File: src/rtl/keycode_pkg.sv
// rtl/keycode_pkg.sv - shared keycode constants, slot type and sizing helper
//
// Contents:
//   KC_W_BITS  width of one HID usage slot
//   kc_slot_t  one 8-bit keycode slot
//   KC_*       HID usage codes for the default W/A/S/D key set
//   idx_width  index width for N items, never less than 1
package keycode_pkg;

  localparam int KC_W_BITS = 8;

  typedef logic [KC_W_BITS-1:0] kc_slot_t;

  localparam kc_slot_t KC_NONE = 8'h00;
  localparam kc_slot_t KC_W    = 8'h1A;
  localparam kc_slot_t KC_A    = 8'h04;
  localparam kc_slot_t KC_S    = 8'h16;
  localparam kc_slot_t KC_D    = 8'h07;

  // A single key still needs a 1-bit index port.
  function automatic int idx_width(input int n);
    return (n > 1) ? $clog2(n) : 1;
  endfunction

endpackage

File: src/rtl/key_repeat_ctr.sv
// rtl/key_repeat_ctr.sv - per-key frame-paced auto-repeat down-counter
//
// Only compiled when AUTO_REPEAT_EN is defined.
//
// Ports:
//   Clk           in   system clock
//   Reset         in   synchronous, active-high reset
//   pressed       in   key-down event, same cycle as the tracker's press register load
//   held          in   key currently matched (next-state of the tracker's held register)
//   frame_tick    in   one-cycle frame strobe
//   repeat_pulse  out  one-cycle auto-repeat pulse
`ifdef AUTO_REPEAT_EN
module key_repeat_ctr
  import keycode_pkg::*;
#(
  parameter int CNT_W        = 8,
  parameter int REPEAT_DELAY = 15,
  parameter int REPEAT_RATE  = 4
) (
  input  logic Clk,
  input  logic Reset,
  input  logic pressed,
  input  logic held,
  input  logic frame_tick,
  output logic repeat_pulse
);

  logic [CNT_W-1:0] cnt_q;
  logic [CNT_W-1:0] cnt_d;
  logic             pulse_q;
  logic             pulse_d;

  // Priority: release clears, press reloads (so a coincident tick is
  // ignored), then ticks count down. A count of zero means idle.
  always_comb begin
    cnt_d   = cnt_q;
    pulse_d = 1'b0;
    if (!held) begin
      cnt_d = '0;
    end else if (pressed) begin
      cnt_d = CNT_W'(REPEAT_DELAY);
    end else if (frame_tick && (cnt_q != '0)) begin
      if (cnt_q == CNT_W'(1)) begin
        cnt_d   = CNT_W'(REPEAT_RATE);
        pulse_d = 1'b1;
      end else begin
        cnt_d = cnt_q - CNT_W'(1);
      end
    end
  end

  always_ff @(posedge Clk) begin
    if (Reset) begin
      cnt_q   <= '0;
      pulse_q <= 1'b0;
    end else begin
      cnt_q   <= cnt_d;
      pulse_q <= pulse_d;
    end
  end

  assign repeat_pulse = pulse_q;

endmodule
`endif

File: src/rtl/keycode_tracker.sv
// rtl/keycode_tracker.sv - HID keycode slots to per-key held/press/release/repeat state
//
// Optional feature macro: AUTO_REPEAT_EN (frame-paced auto-repeat pulses).
//
// Ports:
//   Clk           in   system clock
//   Reset         in   synchronous, active-high reset
//   keycode       in   NUM_SLOTS packed 8-bit HID codes, slot j = [8j+7:8j], 8'h00 empty
//   frame_tick    in   one-cycle frame strobe
//   held          out  key i currently down
//   pressed       out  one-cycle pulse on key-down
//   released      out  one-cycle pulse on key-up
//   repeat_pulse  out  one-cycle auto-repeat pulse (0 without AUTO_REPEAT_EN)
//   last_key      out  index of most recently pressed key
//   last_valid    out  last_key is meaningful
module keycode_tracker
  import keycode_pkg::*;
#(
  parameter int                            NUM_SLOTS    = 4,
  parameter int                            NUM_KEYS     = 4,
  parameter logic [NUM_KEYS*KC_W_BITS-1:0] KEY_CODES    = {KC_D, KC_S, KC_A, KC_W},
  parameter int                            REPEAT_DELAY = 15,
  parameter int                            REPEAT_RATE  = 4,
  parameter int                            CNT_W        = 8
) (
  input  logic                              Clk,
  input  logic                              Reset,
  input  logic [NUM_SLOTS*KC_W_BITS-1:0]    keycode,
  input  logic                              frame_tick,
  output logic [NUM_KEYS-1:0]               held,
  output logic [NUM_KEYS-1:0]               pressed,
  output logic [NUM_KEYS-1:0]               released,
  output logic [NUM_KEYS-1:0]               repeat_pulse,
  output logic [idx_width(NUM_KEYS)-1:0]    last_key,
  output logic                              last_valid
);

  localparam int LK_W = idx_width(NUM_KEYS);

  logic [NUM_SLOTS*KC_W_BITS-1:0] kc_q;
  logic [NUM_KEYS-1:0]            match;
  logic [NUM_KEYS-1:0]            held_q;
  logic [NUM_KEYS-1:0]            pressed_q;
  logic [NUM_KEYS-1:0]            pressed_d;
  logic [NUM_KEYS-1:0]            released_q;
  logic [NUM_KEYS-1:0]            released_d;
  logic [LK_W-1:0]                first_press;
  logic [LK_W-1:0]                last_key_q;
  logic [LK_W-1:0]                last_key_d;
  logic                           last_valid_q;
  logic                           last_valid_d;

  // A key matches if any slot carries its code; duplicates collapse into
  // one match, and a key configured as 8'h00 never matches an empty slot.
  always_comb begin
    match = '0;
    for (int i = 0; i < NUM_KEYS; i++) begin
      for (int j = 0; j < NUM_SLOTS; j++) begin
        if ((kc_q[j*KC_W_BITS +: KC_W_BITS] == KEY_CODES[i*KC_W_BITS +: KC_W_BITS]) &&
            (KEY_CODES[i*KC_W_BITS +: KC_W_BITS] != KC_NONE)) begin
          match[i] = 1'b1;
        end
      end
    end
  end

  assign pressed_d  = match & ~held_q;
  assign released_d = ~match & held_q;

  // Scan downwards so the lowest simultaneous press wins.
  always_comb begin
    first_press = '0;
    for (int i = NUM_KEYS - 1; i >= 0; i--) begin
      if (pressed_d[i]) begin
        first_press = LK_W'(i);
      end
    end
  end

  // A new press always wins over a release in the same cycle. Releasing
  // the last key only drops the valid flag; the index is left as-is.
  always_comb begin
    last_key_d   = last_key_q;
    last_valid_d = last_valid_q;
    if (|pressed_d) begin
      last_key_d   = first_press;
      last_valid_d = 1'b1;
    end else if (last_valid_q && released_d[last_key_q]) begin
      last_valid_d = 1'b0;
    end
  end

  always_ff @(posedge Clk) begin
    if (Reset) begin
      kc_q         <= '0;
      held_q       <= '0;
      pressed_q    <= '0;
      released_q   <= '0;
      last_key_q   <= '0;
      last_valid_q <= 1'b0;
    end else begin
      kc_q         <= keycode;
      held_q       <= match;
      pressed_q    <= pressed_d;
      released_q   <= released_d;
      last_key_q   <= last_key_d;
      last_valid_q <= last_valid_d;
    end
  end

  assign held       = held_q;
  assign pressed    = pressed_q;
  assign released   = released_q;
  assign last_key   = last_key_q;
  assign last_valid = last_valid_q;

`ifdef AUTO_REPEAT_EN
  // Counters see the same press/held next-state as the output registers,
  // so the reload lands on the edge where pressed rises.
  for (genvar g = 0; g < NUM_KEYS; g++) begin : g_rep
    key_repeat_ctr #(
      .CNT_W        (CNT_W),
      .REPEAT_DELAY (REPEAT_DELAY),
      .REPEAT_RATE  (REPEAT_RATE)
    ) u_rep (
      .Clk          (Clk),
      .Reset        (Reset),
      .pressed      (pressed_d[g]),
      .held         (match[g]),
      .frame_tick   (frame_tick),
      .repeat_pulse (repeat_pulse[g])
    );
  end
`else
  assign repeat_pulse = '0;

  logic [CNT_W-1:0] unused_cfg;
  assign unused_cfg = CNT_W'(REPEAT_DELAY) ^ CNT_W'(REPEAT_RATE) ^ {CNT_W{frame_tick}};
`endif

endmodule

File: config.mk
export PLATFORM = sky130hd
export DESIGN_NAME = keycode_tracker
export DESIGN_NICKNAME = d
export VERILOG_FILES = /design/src/rtl/keycode_pkg.sv /design/src/rtl/key_repeat_ctr.sv /design/src/rtl/keycode_tracker.sv
export SDC_FILE = /design/constraint.sdc
export NUM_CORES = 1
export LEC_CHECK = 0
export CAP_MARGIN = 10
export CORE_ASPECT_RATIO = 1.5
export CORE_MARGIN = 3
export CORE_UTILIZATION = 49
export CTS_CLUSTER_DIAMETER = 100
export DETAILED_ROUTE_END_ITERATION = 10
export PLACE_DENSITY = 0.93
export SYNTH_ARGS = -nofsm -noshare
export SYNTH_HDL_FRONTEND = slang
export SYNTH_SLANG_ARGS = --single-unit
File: constraint.sdc
create_clock -name Clk -period 3.5 [get_ports Clk]
set_input_delay 0.7 -clock Clk [delete_from_list [all_inputs] [get_ports Clk]]
set_output_delay 0.7 -clock Clk [all_outputs]
set_load 0.01 [all_outputs]
---- Word-level counts from Yosys, hierarchy flattened ----
Index checks and enable logic that the tools add are counted.
word-level totals
  flip-flop bits (word level) ............. 47
  input bits .............................. 35
  word-level logic and storage cells ...... 54
operators by class
  reduce and logical (&&, ||, !) cells .... 3
  muxes and demuxes ....................... 24
  order comparisons ....................... 1
  bitwise logic cells ..................... 4
  equal/unequal tests ..................... 16
operator list
  operator                                                               number
  8-bit by 3-bit == test with 1-bit output (second input constant)       8
  8-bit by 5-bit == test with 1-bit output (second input constant)       8
  1-bit two-way mux                                                      19
  4-bit bitwise AND                                                      2
  2-bit two-way mux                                                      4
  4-bit NOT                                                              2
  4-bit OR reduction                                                     1
  2-bit by 3-bit < comparator with 1-bit output (second input constant)  1
  1-bit binary-select mux with 2-bit select                              1
  2-bit nonzero test                                                     1
  1-bit logical AND                                                      1

---- Depth between registers and ports, before layout ----
Gate-level depths: netlist of run 1.
  depth after elaboration ................. 12
  mapped depth ............................ 6
  gate-level depth less buffers ........... 6

---- Least setup slack after synthesis of run 1 ----
Ideal clock, no wire load.
  path kind ............................... register to register
  start point ............................. register kc_q[16]
  end point ............................... register last_valid_q, in the netlist last_valid
  setup slack ............................. 1.753 ns
  required time ........................... 3.438 ns
  arrival time ............................ 1.685 ns
  stages on the path, launching flop included .. 7
  clock period less this slack ............ 1.747 ns
  path through ............................ dfxtp_1 -> or4_4 -> or3b_1 -> a41o_1 -> a21oi_2 -> nor4_1 -> nand3_1
on the way
  cells in the longest elaborated chain, start to end .. 9
  elaborated cells on any way between the ends .. 21
  classes of those cells .................. 4 x eq/ne; 11 x mux; 3 x bitwise; 3 x reduce/logical
ends and longest elaborated chain
  what                                                                                                         line                    text
  from (decl)                                                                                                  keycode_tracker.sv:40   logic [NUM_SLOTS*KC_W_BITS-1:0] kc_q;
  from (signal assigned)                                                                                       keycode_tracker.sv:102  kc_q <= keycode;
  8-bit by 5-bit == test with 1-bit output / 8-bit by 3-bit == test with 1-bit output (equally long branches)  keycode_tracker.sv:59   if ((kc_q[j*KC_W_BITS +: KC_W_BITS] == KEY_CODES[i*KC_W_BITS +: KC_W_BITS]) &&
  1-bit two-way mux (2 in series)                                                                              keycode_tracker.sv:59
  4-bit NOT                                                                                                    keycode_tracker.sv:68   assign released_d = ~match & held_q;
  4-bit bitwise AND                                                                                            keycode_tracker.sv:68
  1-bit binary-select mux with 2-bit select                                                                    keycode_tracker.sv:88   end else if (last_valid_q && released_d[last_key_q]) begin
  1-bit two-way mux (not written as such)                                                                      keycode_tracker.sv:88
  1-bit logical AND                                                                                            keycode_tracker.sv:88
  2-bit nonzero test (no source line)                                                                          n/a
  to (signal assigned)                                                                                         keycode_tracker.sv:107  last_valid_q <= last_valid_d;
  to (decl)                                                                                                    keycode_tracker.sv:50   logic last_valid_q;
Several ways; a longest one is shown, not always the timed one. The select of a mux whose other input is x is not followed.
A chain may end at the register's enable or synchronous reset.

==> results.py, run 1 <==
metrics = {
    "run_status": {
        "status": "finished, final reports clean",
    },
    "global_route": {
        "grt_max_degree": 26,
        "grt_pass1_vias": 1252,
        "grt_antenna_before_repair": 0,
        "overflow": 0,
        "grt_pass1_wl_mm": 5.23,
        "grt_use_total": 0.168,
    },
    "timing": {
        "rsz0062_at_grt": "false",
        "hold_slack_ns": 0.534,
        "clock_skew_ns": 0.00511,
        "slew_headroom": 0.570,
        "finalMaxSlewViolations": 0,
        "fmax_ghz": 0.487,
        "final.setup.tns_ns": 0,
        "fin_crit_sh": 0.586,
        "setup_ws_ns": 1.45,
        "min_period_ns": 2.05,
        "setup_viol_count_final": 0,
        "worst_slew_pin_slew_ns": 0.640,
        "hold_viol": 0,
    },
    "clock_network": {
        "numCtsBuffers": 5,
        "cts_sinks": 47,
        "path_clk_slew_ns": 0.08,
        "cts_setup_buffers": 0,
        "max-clock-path-buffers": 2,
        "htreeDepth": 2,
        "clockRootBuffer": "clkbuf_8",
        "tritoncts": "built",
        "clock_latency_ns": 0.30,
        "postCtsHoldBufs": 0,
        "cts-resized-gates": 0,
    },
    "synthesis": {
        "syn_area_per_cell_um2": 10.3,
        "synth_compound_area_frac": 0.0593,
        "syn_inst": 168,
        "synth_warnings": 0,
        "syn_area_um2": 1730,
        "yosysUniqueCellTypes": 44,
        "synth.top_cells.by_area": "dfxtp_1 (54%), nor2b_1 (12%), nor4_1 (1.8%), buf_4 (1.7%), nand2_1 (1.7%)",
        "synth_top_area_cell": "dfxtp_1",
        "yosys.area_share.xor_xnor": 0,
        "synth_top_family_by_area": "simple AND/OR/NAND/NOR gates",
        "synth_top_area_share": 0.544,
        "synthAdderAreaFrac": 0,
        "synth-simple-area-share": 0.348,
        "synth_seq_cells": 47,
        "muxShareOfSynthArea": 0.00578,
        "yosysSeqAreaShare": 0.544,
    },
    "placement": {
        "finalWeightedCongestion": 0.753,
        "dpl_worst_slack_ns": 1.14,
        "placed_cell_area_um2": 2230,
        "hpwlAfterDp_mm": 2.39,
        "io_buffers": 48,
        "place_inst": 252,
    },
    "route": {
        "drt_iter0_markers": 30,
        "routedWlPerCell_um": 11.7,
        "dr_total_vias": 1298,
        "drc": 0,
        "routed_via_density": 4.99,
        "ant_nets": 0,
        "dr.pass1.iters": 4,
        "finalWirelength_mm": 3.03,
    },
    "worst_setup_path": {
        "cp-end-kind": "flip-flop",
        "path_max_fanout": 24,
        "rr_worst_depth": 5,
        "startpoint_type": "input port",
        "crit_arrival_ns": 2.24,
        "required_ns": 3.69,
        "critPathKind": "in2reg",
    },
    "worst_hold_path": {
        "holdPathStages": 1,
        "hold_path_class": "reg2reg",
    },
    "cells_and_area": {
        "fin_cells": 260,
        "final_util": 0.715,
        "areaGrowthSynthToFinish_pct": 35.7,
        "layout-drive-gt1-share": 0.109,
        "nNetsFinal": 254,
        "final_cell_mix": "clkdlybuf4s50_1 (48), dfxtp_1 (47), nor2b_1 (34)",
        "design_area_um2": 2350,
        "n_antenna_cell": 0,
        "final_common_cell": "clkdlybuf4s50_1",
    },
    "floorplanning": {
        "boundaryPins": 54,
        "core-area_um2": 3280,
        "die_area_um2": 4300,
        "die_h_um": 78.8,
        "std_cell_rows": 25,
        "die_w_um": 54.5,
        "start_util": 0.527,
    },
    "flow_run": {
        "drv_cap": 0,
    },
    "power_and_ir_drop": {
        "leakage_nw": 0.900,
        "total_power_mw": 1.08,
        "power_density_nw_per_um2": 460,
        "irDropWorstVdd_mv": 0.433,
    },
}
==> worst max-delay path: stages <==
cell             delay, ns
clkdlybuf4s50_1       0.48
buf_4                 0.26
and3b_2               0.26
nand2_1               0.10
a21oi_2               0.06
nor4_1                0.27
nand3_1               0.10
==> layout make-up <==
| class | instances | area, um2 |
|---|---|---|
| sequential | 47 | 941 |
| fill | 269 | 936 |
| clock buffer | 6 | 82.6 |
| clock inverter | 2 | 35.0 |
| tap | 40 | 50.0 |
| multi-input combinational | 111 | 729 |
| inverter | 4 | 15.0 |
| timing repair buffer | 50 | 495 |
==> per-layer routing <==
layer | GRT usage | vias to the layer above | wire, um
li1 | - | 670 | -
met1 | 0.171 | 572 | 1110
met2 | 0.291 | 51 | 1650
met3 | 0.0507 | 5 | 187
met4 | 0.0923 | 0 | 82
met5 | 0 | - | 0
==> kinds of logic (layout without fill, tap and decap cells) <==
| kind of cell | Yosys count | after routing |
|---|---|---|
| AO/OA/AOI/OAI | 13 | 13 |
| buffers and inverters | 13 | 62 |
| flip-flops | 47 | 47 |
| multiplexers | 1 | 1 |
| other | 1 | 4 |
| AND/OR/NAND/NOR | 93 | 93 |
==> registers in the layout, indices dropped and copies added (netlist names) <==
| name | flops |
|---|---|
| held | 4 |
| kc_q | 32 |
| last_key | 2 |
| last_valid | 1 |
| pressed | 4 |
| released | 4 |
==> power by group <==
part | internal [mW] | switching (mW)
Sequential | 0.559 | 0.0155
Clock | 0.231 | 0.169
Combinational | 0.0683 | 0.0365
==> cell usage after synthesis, drive strengths merged <==
cell,number
nand2,8
o21ai,1
or3,5
a31oi,1
a311oi,1
or2b,2
nor4b,1
a21oi,3
mux2i,1
nor4,5
nor2b,34
nor3b,4
or4,4
clkbuf,4
o41ai,1
nand3b,1
dfxtp,47
o22ai,2
nand2b,1
o21bai,1
and3b,4
inv,4
o311ai,1
nor2,8
nor3,5
conb,1
and2b,2
nand3,2
a2bb2oi,1
a41o,1
nand4,4
or3b,1
and4,2
buf,5
==> final timing paths <==
check	slack, ns	from	endpoint
worst min-delay path	0.53	held[1]$_SDFF_PP0_	released[1]$_SDFF_PP0_
worst min register to register	0.53	held[1]$_SDFF_PP0_	released[1]$_SDFF_PP0_
worst max-delay path	1.45	Reset	last_valid$_SDFFE_PP0P_
worst max register to register	1.63	kc_q[13]$_SDFF_PP0_	last_key[1]$_SDFFE_PP0P_
Power figures use the tool's default switching activity.
==> inputs of run 2 (changes only) <==
--- a/config.mk
+++ b/config.mk
@@ -8,10 +8,10 @@
 export CAP_MARGIN = 10
 export CORE_ASPECT_RATIO = 1.5
 export CORE_MARGIN = 3
-export CORE_UTILIZATION = 49
+export CORE_UTILIZATION = 45
 export CTS_CLUSTER_DIAMETER = 100
 export DETAILED_ROUTE_END_ITERATION = 10
-export PLACE_DENSITY = 0.93
+export PLACE_DENSITY = 0.87
 export SYNTH_ARGS = -nofsm -noshare
 export SYNTH_HDL_FRONTEND = slang
 export SYNTH_SLANG_ARGS = --single-unit
==> constraint.sdc (replaced) <==
create_clock -name Clk -period 2.1 [get_ports Clk]
set_input_delay 0.42 -clock Clk [delete_from_list [all_inputs] [get_ports Clk]]
set_output_delay 0.42 -clock Clk [all_outputs]
set_load 0.01 [all_outputs]
==> run 2 against run 1 <==
  * Global-route usage down 2.7 points
  * Register-to-register slack worse by 1.4 ns
  * First-iteration DRC count down 40%
  * Non-clock buffer count up 1
  * Wire length down 3.2%
  * Sequential cell count unchanged
  * Utilization down 7.0 points
  * Sequential power up 67%
  * Cell count up 1.5%
  * Clock skew up 0.0028 ns
  * Design area up 1.1%
  * Count of clock-buffer cells in the layout unchanged
==> results.py, run 2 (synthesis results as in run 1) <==
metrics = {
    "cells_and_area": {
        "final_common_cell": "clkdlybuf4s50_1",
        "final_cell_mix": "clkdlybuf4s50_1 (48), dfxtp_1 (47), nor2b_1 (34)",
        "seq_area_um2": 941,
        "n_antenna_cell": 0,
        "multi_input_area_um2": 729,
        "regMostFlops": "kc_q",
        "largest_reg_flops": 32,
        "fin_cells": 264,
        "areaGrowthSynthToFinish_pct": 37.2,
        "fillers": 297,
        "layout-drive-gt1-share": 0.109,
        "nNetsFinal": 255,
    },
    "worst_setup_path": {
        "rr_worst_depth": 6,
        "endpoint": "last_key[1]$_SDFFE_PP0P_",
        "reg2reg_from": "kc_q[28]$_SDFF_PP0_",
        "rr_endpoint": "last_key[1]$_SDFFE_PP0P_",
        "crit_arrival_ns": 2.08,
        "critPathKind": "reg2reg",
        "path_cells": "or4_1 > nor4_1 > a31oi_1 > o311ai_2 > nand2b_1 > nor3b_2",
        "startpoint_type": "flip-flop",
        "cp_slowest_stage_delay_ns": 0.54,
        "cp-end-kind": "flip-flop",
        "cpMaxStageDelayCell": "or4_1",
        "path_max_fanout": 4,
        "required_ns": 2.29,
        "startpoint": "kc_q[28]$_SDFF_PP0_",
        "ff2ff_setup_slack_ns": 0.21,
    },
    "placement": {
        "place_inst": 256,
        "finalWeightedCongestion": 0.709,
        "io_buffers": 48,
        "hpwlAfterDp_mm": 2.29,
    },
    "power_and_ir_drop": {
        "leakage_nw": 0.909,
        "p_sw_frac": 0.191,
        "sequentialPowerShare": 0.509,
        "power.switching_mw": 0.360,
        "p_clk_frac": 0.398,
        "power_density_nw_per_um2": 793,
        "irDropWorstVdd_mv": 0.704,
        "p_int_mw": 1.52,
        "power_frac_comb": 0.093,
    },
    "timing": {
        "hold_viol": 0,
        "rsz0062_at_grt": "false",
        "fmax_ghz": 0.528,
        "setup_viol_count_final": 0,
        "min_period_ns": 1.89,
        "final.setup.tns_ns": 0,
        "hold_slack_ns": 0.543,
        "worst_slew_pin_slew_ns": 0.641,
        "slew_headroom": 0.569,
        "finalMaxSlewViolations": 0,
        "clock_skew_ns": 0.00791,
        "fin_crit_sh": 0.901,
    },
    "clock_network": {
        "cts_setup_buffers": 0,
        "clockRootBuffer": "clkbuf_8",
        "path_clk_slew_ns": 0.08,
        "tritoncts": "built",
        "cts_sinks": 47,
        "numCtsBuffers": 5,
        "htreeDepth": 2,
        "clock_latency_ns": 0.30,
        "max-clock-path-buffers": 2,
        "postCtsHoldBufs": 0,
        "cts-resized-gates": 0,
    },
    "floorplanning": {
        "core-area_um2": 3680,
        "boundaryPins": 54,
        "std_cell_rows": 27,
        "die_h_um": 81.9,
        "die_w_um": 56.6,
        "start_util": 0.470,
        "die_area_um2": 4640,
    },
    "route": {
        "routedWlPerCell_um": 11.1,
        "dr.pass1.iters": 4,
        "routed_via_density": 5.03,
        "drc": 0,
        "drt_iter0_markers": 18,
        "finalWirelength_mm": 2.93,
        "ant_nets": 0,
        "dr_total_vias": 1327,
    },
    "global_route": {
        "grt_pass1_vias": 1196,
        "grt_max_degree": 27,
        "overflow": 0,
        "grt_antenna_before_repair": 0,
        "grt_pass1_wl_mm": 4.92,
        "grt_use_total": 0.142,
    },
    "run_status": {
        "status": "finished, final reports clean",
    },
    "worst_hold_path": {
        "hold_start": "held[0]$_SDFF_PP0_",
        "hold_path_class": "reg2reg",
    },
    "flow_run": {
        "drv_cap": 0,
    },
}
## run 2: cell count changes in the layout (fill, tap and decap cells not counted), sizes merged
cell / delta
buf: +1
bufinv: +1
clkinv: -1
## run 2: critical path, delay by kind of cell (launching register included)
family | cells | cell delay [ns]
compound gates | 2 | 0.24
flops | 1 | 0.33
simple gates | 4 | 1.20
## run 2: layer usage
| metal | vias to the layer above | routed length [um] | track usage |
|---|---|---|---|
| li1 | 674 | - | - |
| met1 | 593 | 1050 | 0.129 |
| met2 | 49 | 1580 | 0.264 |
| met3 | 11 | 188 | 0.0425 |
| met4 | 0 | 119 | 0.102 |
| met5 | - | 0 | 0 |
## run 2: worst min path at each step
| stage | to | cells after the start |
|---|---|---|
| final | pressed[0]$_SDFF_PP0_ | 1 |
| after global routing | released[1]$_SDFF_PP0_ | 1 |
| after floorplan | released[1]$_SDFF_PP0_ | 1 |
| after detailed placement | pressed[0]$_SDFF_PP0_ | 1 |
| after global placement | pressed[0]$_SDFF_PP0_ | 1 |
| after CTS | pressed[0]$_SDFF_PP0_ | 1 |
## run 2: cell type report
class	instances	area share
flip-flops and latches	47	0.396
multi-input cells	111	0.307
repair buffers	51	0.212
clock buffers	6	0.0306
clock inverters	2	0.0253
well taps	43	0.0227
inverters	4	0.00632
## run 2: power groups by stage
stage	sequential [mW]	combinational [mW]	clock [mW]
after floorplan	0.977	0.0889	0
after global placement	0.977	0.174	0
after detailed placement	0.979	0.177	0
after CTS	0.958	0.178	0.770
after global routing	0.964	0.195	0.795
final	0.958	0.176	0.750
## run 2: per-stage QoR
stage           util  power (mW)  worst slack [ns]  instance area (um2)
6_report       0.645        1.88             0.207                 2370
5_1_grt        0.645        1.95             0.133                 2370
4_1_cts        0.645        1.91             0.212                 2370
3_5_place_dp   0.609        1.16             0.184                 2240
3_3_place_gp   0.609        1.15             0.211                 2240
2_1_floorplan      -        1.07             0.353                 1740
